===== config.mk =====
export PLATFORM = sky130hd
export DESIGN_NAME = hemaia_clock_divider_ctrl
export DESIGN_NICKNAME = d
export VERILOG_FILES = /design/src/rtl/hemaia_clock_divider_ctrl.sv
export SDC_FILE = /design/constraint.sdc
export NUM_CORES = 1
export LEC_CHECK = 0
export CAP_MARGIN = 10
export CORE_UTILIZATION = 52
export CTS_CLUSTER_SIZE = 24
export DETAILED_ROUTE_END_ITERATION = 16
export GPL_ROUTABILITY_DRIVEN = 0
export PLACE_DENSITY = 0.9
export SYNTH_ARGS = -nofsm -noshare
export SYNTH_HDL_FRONTEND = slang
export SYNTH_SLANG_ARGS = --single-unit

===== constraint.sdc =====
create_clock -name clk_i -period 2.9 [get_ports clk_i]
set_input_delay 0.725 -clock clk_i [delete_from_list [all_inputs] [get_ports clk_i]]
set_output_delay 0.725 -clock clk_i [all_outputs]
set_load 0.05 [all_outputs]

===== src/rtl/hemaia_clock_divider_ctrl.sv =====
// ---------------------------------------------------------------------------
// hemaia_clock_divider_ctrl
//
// Purpose:
//   Sequencer that reprograms a bank of NumChannels clock dividers from a
//   single request/response configuration port. A divisor change runs a
//   glitch-safe sequence on the target channel: gate its clock enable, pulse
//   the new divisor into the divider, wait for the divider to adopt it, then
//   ungate. A shadow copy of every channel's current divisor is kept so that
//   requests that would not change anything are answered without touching the
//   clock.
//
// Ports:
//   clk_i          controller clock (undivided source clock)
//   rst_ni         asynchronous active-low reset (shared with the dividers)
//   req_valid_i    configuration request valid
//   req_ready_o    high in IDLE; request taken on valid & ready
//   req_chan_i     target channel index
//   req_divisor_i  requested divisor
//   resp_valid_o   response valid (RESP state)
//   resp_ready_i   response consumed on valid & ready
//   resp_error_o   1 = request rejected, nothing programmed
//   div_divisor_o  per-channel divisor to the dividers (channel c at [c*W +: W])
//   div_valid_o    per-channel one-cycle program pulse
//   clk_en_o       per-channel clock-gate enable (1 = running)
//   cur_divisor_o  shadow of the currently programmed divisors
//   busy_o         high whenever the sequencer is not idle
// ---------------------------------------------------------------------------
`timescale 1ns/1ps

module hemaia_clock_divider_ctrl #(
  parameter int unsigned NumChannels      = 4,
  parameter int unsigned MaxDivisionWidth = 4,
  parameter int unsigned DefaultDivision  = 1,
  parameter int unsigned GateCycles       = 4,
  parameter int unsigned SettleCycles     = 32,
  localparam int unsigned ChanW = (NumChannels > 1) ? $clog2(NumChannels) : 1
) (
  input  logic                                     clk_i,
  input  logic                                     rst_ni,
  input  logic                                     req_valid_i,
  output logic                                     req_ready_o,
  input  logic [ChanW-1:0]                         req_chan_i,
  input  logic [MaxDivisionWidth-1:0]              req_divisor_i,
  output logic                                     resp_valid_o,
  input  logic                                     resp_ready_i,
  output logic                                     resp_error_o,
  output logic [NumChannels*MaxDivisionWidth-1:0]  div_divisor_o,
  output logic [NumChannels-1:0]                   div_valid_o,
  output logic [NumChannels-1:0]                   clk_en_o,
  output logic [NumChannels*MaxDivisionWidth-1:0]  cur_divisor_o,
  output logic                                     busy_o
);

  // One shared down-counter times both the gate and the settle phase.
  localparam int unsigned MaxCnt = (GateCycles > SettleCycles) ? GateCycles : SettleCycles;
  localparam int unsigned CntW   = $clog2(MaxCnt + 1);

  localparam logic [MaxDivisionWidth-1:0] DefDiv     = MaxDivisionWidth'(DefaultDivision);
  localparam logic [CntW-1:0]             GateLoad   = CntW'(GateCycles - 1);
  localparam logic [CntW-1:0]             SettleLoad = CntW'(SettleCycles - 1);

  typedef enum logic [2:0] {
    IDLE   = 3'd0,
    GATE   = 3'd1,
    PROG   = 3'd2,
    SETTLE = 3'd3,
    UNGATE = 3'd4,
    RESP   = 3'd5
  } state_e;

  state_e                                       state_q, state_d;
  logic [ChanW-1:0]                             chan_q, chan_d;
  logic [MaxDivisionWidth-1:0]                  div_q, div_d;
  logic                                         err_q, err_d;
  logic [CntW-1:0]                              cnt_q, cnt_d;
  logic [NumChannels-1:0][MaxDivisionWidth-1:0] cur_q, cur_d;

  // Request classification, evaluated against the live request inputs while
  // IDLE. The channel range check comes first so that an out-of-range index
  // never selects a shadow entry.
  logic chan_ok;
  logic div_zero;
  logic same_div;

  always_comb begin
    chan_ok  = (32'(req_chan_i) < NumChannels);
    div_zero = (req_divisor_i == '0);
    same_div = 1'b0;
    for (int unsigned c = 0; c < NumChannels; c++) begin
      if ((32'(req_chan_i) == c) && (cur_q[c] == req_divisor_i)) begin
        same_div = 1'b1;
      end
    end
  end

  // Next-state logic.
  always_comb begin
    state_d = state_q;
    chan_d  = chan_q;
    div_d   = div_q;
    err_d   = err_q;
    cnt_d   = cnt_q;
    cur_d   = cur_q;

    unique case (state_q)
      IDLE: begin
        if (req_valid_i) begin
          chan_d = req_chan_i;
          div_d  = req_divisor_i;
          if (!chan_ok || div_zero) begin
            err_d   = 1'b1;
            state_d = RESP;
          end else if (same_div) begin
            err_d   = 1'b0;
            state_d = RESP;
          end else begin
            err_d   = 1'b0;
            cnt_d   = GateLoad;
            state_d = GATE;
          end
        end
      end

      GATE: begin
        if (cnt_q == '0) begin
          state_d = PROG;
        end else begin
          cnt_d = cnt_q - CntW'(1);
        end
      end

      // The shadow follows the divider: it takes the new value as the
      // program pulse is delivered.
      PROG: begin
        for (int unsigned c = 0; c < NumChannels; c++) begin
          if (32'(chan_q) == c) begin
            cur_d[c] = div_q;
          end
        end
        cnt_d   = SettleLoad;
        state_d = SETTLE;
      end

      SETTLE: begin
        if (cnt_q == '0) begin
          state_d = UNGATE;
        end else begin
          cnt_d = cnt_q - CntW'(1);
        end
      end

      UNGATE: begin
        state_d = RESP;
      end

      RESP: begin
        if (resp_ready_i) begin
          state_d = IDLE;
        end
      end

      default: begin
        state_d = IDLE;
      end
    endcase
  end

  always_ff @(posedge clk_i or negedge rst_ni) begin
    if (!rst_ni) begin
      state_q <= IDLE;
      chan_q  <= '0;
      div_q   <= DefDiv;
      err_q   <= 1'b0;
      cnt_q   <= '0;
      cur_q   <= {NumChannels{DefDiv}};
    end else begin
      state_q <= state_d;
      chan_q  <= chan_d;
      div_q   <= div_d;
      err_q   <= err_d;
      cnt_q   <= cnt_d;
      cur_q   <= cur_d;
    end
  end

  // Outputs decode purely from registered state. During PROG the divider
  // port already carries the new divisor; afterwards it is held through the
  // shadow, which has taken the same value.
  always_comb begin
    clk_en_o      = '1;
    div_valid_o   = '0;
    div_divisor_o = cur_q;
    for (int unsigned c = 0; c < NumChannels; c++) begin
      if (32'(chan_q) == c) begin
        if ((state_q == GATE) || (state_q == PROG) || (state_q == SETTLE)) begin
          clk_en_o[c] = 1'b0;
        end
        if (state_q == PROG) begin
          div_valid_o[c]                                     = 1'b1;
          div_divisor_o[c*MaxDivisionWidth +: MaxDivisionWidth] = div_q;
        end
      end
    end
  end

  assign cur_divisor_o = cur_q;
  assign req_ready_o   = (state_q == IDLE);
  assign busy_o        = (state_q != IDLE);
  assign resp_valid_o  = (state_q == RESP);
  assign resp_error_o  = (state_q == RESP) && err_q;

endmodule


==> impl_metrics.tcl, run 1 <==
set metrics [dict create \
    rsz0062_at_grt "no" \
    die_height_um 64.5 \
    rows 22 \
    ys_seq_area_share_pct 39.7 \
    hp-class "reg2reg" \
    num_io_pins 54 \
    status "completed" \
    clock-sinks 32 \
    grt_max_degree 33 \
    clk_latency_ns 0.29 \
    synth-edff-count 0 \
    fillers 250 \
    synth_top_area_share_pct 33.3 \
    hpwl_um 3550 \
    period_share_pct 97.9 \
    startpoint_type "flip-flop" \
    worstSetupEndpointType "primary output" \
    cts.clk_slew.worst_paths_ns 0.07 \
    drtIter0Drc 123 \
    drive_gt1_share_pct 35.7 \
    reg2reg_slack_ns 0.98 \
    grt_pass1_vias 1675 \
    antenna_found_initial 0 \
    antenna_left 0 \
    ys_top_cells_by_count "dfrtp_1 (27), mux2_2 (26), nand2_1 (19)" \
    drv_cap 0 \
    holdCritStartpoint "err_q" \
    power_density_nw_per_um2 1170 \
    slew-limit-headroom_pct 65.5 \
    vias 1725 \
    finalHoldViolCount 0 \
    maxUsedRoutingLayer "met4" \
    drcViolationCount 0 \
    n_antenna_cell 0 \
    arrival_ns 2.11 \
    cts_tree "done" \
    reg2reg_from "state_q[2]" \
    hold_path_end "err_q" \
    leakagePower_nw 1.26 \
    fin_ws_ns 0.0603 \
    worstPathRequired_ns 2.17 \
    timing.rr.end "div_q[1]" \
    synth.distinct_cells 52 \
    dp_slack_ns 0.307 \
    slew_viol_final 0 \
    synth.avg_cell_area_um2 10.5 \
    grt_pass1_wl_um 7940 \
    clock_path_buffers 2 \
    crit_type "reg2out" \
    placed_area_um2 2620 \
    fin_area_um2 2780 \
    wl_met2_um 2700 \
    root_buffer "clkbuf_8" \
    synthTopCellsByArea "dfrtp_1 (33%), mux2_2 (14%), dfstp_2 (6.5%)" \
    finalWirelength_um 5220 \
    wl_per_cell_um 17.4 \
    syn-num-nets 205 \
    wl_met3_um 246 \
    areaGrowthSynthToFinish_pct 36.8 \
    viasPerCell 5.75 \
    nets 263 \
    fin_skew_ns 0.0120 \
    worst_pin_slew_ns 0.516 \
    hold_depth 2 \
    ir_worst_vdd_v 0.000697 \
    ctsHoldBuffers 0 \
    synth_cells 193 \
    dieArea_um2 4160 \
    total_power_mw 3.24 \
    cts_buffers 5 \
    holdWs_ns 0.495 \
    core_area_um2 3720 \
    fin_crit_ns 2.84 \
    die_w_um 64.5 \
    met1_length_um 2150 \
    yosysTopAreaCell "dfrtp_1" \
    ys_async_sr_fraction_pct 100 \
    synth.cell_area_um2 2030 \
    synthFlopType "dfrtp_1" \
    h-tree-depth 2 \
    synthMostInstantiatedCell "dfrtp_1" \
    cp_max_fo 11 \
    synth_seq_cells 32 \
    initial_core_util_pct 54.7 \
    timing.fmax_mhz 352 \
    first_pass_iters 4 \
    r2r_cells 4 \
    setup_violations 0 \
    place.port_buffers 53 \
    yosysWarnings 0 \
    grt-ovfl-total 0 \
    grt_use_total_pct 24.9 \
]
worst max-delay path: stages (launching register included):
cell and delay, ns:
dfrtp_2 0.48, nand2b_4 0.18, nor2_4 0.16, nand2_1 0.18
nor2_4 0.26, mux2_2 0.36, buf_4 0.19
worst max path at each step:
stage | cells past startpoint | slack [ns] | to | start
floorplan | 5 | -0.1 | div_divisor_o[0] | chan_q[0]
global placement | 6 | 0.40 | cnt_q[4] | req_divisor_i[1]
detailed placement | 6 | 0.31 | cnt_q[0] | req_divisor_i[0]
CTS | 6 | 0.07 | div_divisor_o[9] | state_q[0]
global route | 6 | 0.002 | div_divisor_o[9] | state_q[0]
finish | 6 | 0.06 | div_divisor_o[11] | state_q[0]
per-layer routing:
metal  vias up  GRT usage (%)
li1        803              -
met1       841           29.6
met2        66           43.6
met3        15           4.58
met4         0           11.1
met5         -              0
cell type report:
cell class	instances	area, um^2	area share [%]
Tap cell	48	60.1	2.16
Multi-Input combinational cell	142	1120	40.3
Inverter	11	41.3	1.49
Sequential cell	32	810	29.1
Timing Repair Buffer	59	623	22.4
Clock buffer	7	96.3	3.47
Clock inverter	1	30.0	1.08
report_power, final:
| part | leakage [nW] | total (mW) | internal [mW] | switching, mW |
|---|---|---|---|---|
| registers | 0.398 | 0.886 | 0.627 | 0.259 |
| clock network | 0.0645 | 0.475 | 0.303 | 0.172 |
| logic | 0.800 | 1.88 | 0.771 | 1.11 |
cells by family (layout without fill, tap and decap cells):
family / after synthesis / count (layout) / synth area share [%]
simple gates: 60 / 61 / 18.0
flops: 32 / 32 / 39.7
compound gates: 34 / 34 / 11.6
fa+ha+maj: 2 / 2 / 1.23
xor+xnor: 13 / 13 / 5.60
buf+inv: 20 / 78 / 5.48
mux: 32 / 32 / 18.3
repair_timing:
| item | CTS | global route |
|---|---|---|
| setup endpoints to repair | 0 | 4 |
| buffers inserted | 0 | 4 |
| resized for setup | 0 | 2 |
flip-flops by register name (all words and copies together), names as in the netlist:
| name | flops |
|---|---|
| chan_q | 2 |
| cnt_q | 6 |
| cur_divisor_o | 16 |
| div_q | 4 |
| err_q | 1 |
| state_q | 3 |
cell usage in the layout, fill, tap and decap left out, types with 4 or more instances in the layout:
cell type	n
clkbuf_8	7
buf_12	8
dfrtp_1	25
nand2b_1	4
o21ai_0	10
nand3_1	4
inv_1	10
buf_4	19
clkdlybuf4s50_1	32
nor2_1	7
nand2_1	19
dfstp_2	5
a21oi_1	4
mux2_2	26
xnor2_1	13
metrics by stage:
step	instances	utilization, %	setup TNS [ns]
2_1_floorplan	193	-	-0.191
3_3_place_gp	287	70.4	0
3_5_place_dp	287	70.4	0
4_1_cts	295	73.8	0
5_1_grt	300	74.8	0
6_report	300	74.8	0
No activity file was read; power rests on OpenSTA's default activity.
==> run 2, diff against run 1 <==
- SKIP_LAST_GASP: default -> 1
- clock period: 2.9 -> 3.5 ns (I/O delays scaled with it)
==> run 2 against run 1 <==
Compared with the run above:
- clock power decreased by 42%
- critical path type unchanged
- largest power group unchanged
- non-clock buffer count decreased by 4
- critical endpoint is now div_divisor_o[5]
- clock skew decreased by 0.0018 ns
- combinational power decreased by 22%
- critical path depth decreased by 1
- global-route usage decreased by 1.1 points
==> impl_metrics.tcl, run 2 (synthesized netlist as in run 1, its figures left out) <==
set metrics [dict create \
    status "completed" \
    fin_ws_ns 0.0852 \
    placed_area_um2 2570 \
    arrival_ns 2.54 \
    final_common_cell "clkdlybuf4s50_1" \
    fin_setup_tns_ns 0 \
    antenna_found_initial 0 \
    grt_pass1_wl_um 7450 \
    clk_latency_ns 0.29 \
    hp-class "reg2reg" \
    cts.clk_slew.worst_paths_ns 0.07 \
    fillers 276 \
    place.port_buffers 53 \
    grt_max_degree 33 \
    setup_violations 0 \
    regArea_um2 807 \
    h-tree-depth 2 \
    drive_gt1_share_pct 24.3 \
    dieArea_um2 4160 \
    grt-ovfl-total 0 \
    period_share_pct 97.6 \
    crit_start "state_q[0]" \
    rows 22 \
    cp_max_fo 11 \
    holdWs_ns 0.491 \
    total_power_mw 2.46 \
    mostFrequentLayoutCells "clkdlybuf4s50_1 (49), dfrtp_1 (27), mux2_2 (26), nand2_1 (19), xnor2_1 (13)" \
    first_pass_iters 4 \
    cts_buffers 5 \
    fin_crit_ns 3.41 \
    critPathTopFamily "buffers and inverters" \
    grt_use_total_pct 23.8 \
    dp_cells 287 \
    maxUsedRoutingLayer "met4" \
    die_height_um 64.5 \
    largest_reg_flops 16 \
    worst_pin_slew_ns 0.647 \
    path_cells "nand2b_4 > nor2_4 > nand2_1 > mux2_2 > clkdlybuf4s50_1" \
    fin_util_pct 71.5 \
    slew_viol_final 0 \
    grt_pass1_vias 1602 \
    root_buffer "clkbuf_8" \
    reg2reg_slack_ns 1.53 \
    timing.rr.end "cnt_q[3]" \
    reg2reg_from "cnt_q[1]" \
    initial_core_util_pct 54.7 \
    clock_path_buffers 2 \
    areaGrowthSynthToFinish_pct 30.8 \
    viasPerCell 5.76 \
    vias 1699 \
    num_io_pins 54 \
    fin_skew_ns 0.0103 \
    met1_length_um 1900 \
    power_density_nw_per_um2 925 \
    hold_depth 1 \
    antenna_left 0 \
    postCtsSetupBuffers 0 \
    drv_cap 0 \
    clock-sinks 32 \
    finalHoldViolCount 0 \
    die_w_um 64.5 \
    wl_per_cell_um 15.9 \
    multi_input_area_um2 1110 \
    holdCritStartpoint "cnt_q[5]" \
    drcViolationCount 0 \
    finalWirelength_um 4680 \
    hold_path_end "cnt_q[5]" \
    n_antenna_cell 0 \
    wl_met3_um 299 \
    nets 258 \
    worstPathRequired_ns 2.62 \
    fin_area_um2 2660 \
    slowest_stage "clkdlybuf4s50_1" \
    wl_met2_um 2400 \
    slew-limit-headroom_pct 56.9 \
    hpwl_um 3410 \
    cts_tree "done" \
    crit_buf_inv 1 \
    timing.fmax_mhz 293 \
    core_area_um2 3720 \
    fin_cells 295 \
    cpPeakStageDelay_ns 0.79 \
    ir_worst_vdd_v 0.000585 \
    r2r_cells 7 \
    leakagePower_nw 1.23 \
    dp_slack_ns 0.368 \
    drtIter0Drc 117 \
    crit_type "reg2out" \
    worstSetupEndpointType "primary output" \
    startpoint_type "flip-flop" \
]
-- run 2: cell count changes in the layout (fill, tap and decap cells not counted), moves of 2 or more --
cell,before,now
buf_12,8,0
buf_4,19,2
clkbuf_1,0,2
clkbuf_8,7,5
clkdlybuf4s50_1,32,49
dfrtp_1,25,27
dfrtp_2,2,0
dlymetal6s2s_1,0,4
-- run 2: metal layers --
| metal | track usage, % | up-vias |
|---|---|---|
| li1 | - | 793 |
| met1 | 28.0 | 824 |
| met2 | 40.9 | 71 |
| met3 | 4.75 | 11 |
| met4 | 11.9 | 0 |
| met5 | 0 | - |
-- run 2: power by group --
group          total (mW)  switching (mW)  internal [mW]
clock network       0.274           0.134          0.139
logic                1.47           0.892          0.576
registers           0.717           0.199          0.518
-- run 2: final cells by class --
cell class	count	share of cell area, %
timing repair buffer	55	20.9
tap	48	2.26
clock buffer	7	2.87
clock inverter	1	0.188
inverter	11	1.55
multi-input combinational	141	41.9
sequential	32	30.4
-- run 2: worst max path at each step --
stage,to,slack [ns],depth (start not counted)
floorplan,div_divisor_o[0],0.35,5
CTS,div_divisor_o[9],0.05,6
global route,div_divisor_o[5],-0.001,5
global placement,div_divisor_o[9],0.41,6
detailed placement,div_divisor_o[9],0.37,6
finish,div_divisor_o[5],0.09,5
-- run 2: what timing repair did --
action                     4_1_cts  5_1_grt
setup endpoints to repair        0        4
hold buffers                     0        0
gates resized for setup          0        4
-- run 2: worst register-to-register path, delay by kind of cell, from the launching register on --
kind | cells | cell delay (ns)
compound gates | 2 | 0.70
fa+ha+maj | 1 | 0.17
buf+inv | 1 | 0.08
flops | 1 | 0.39
simple gates | 3 | 0.51
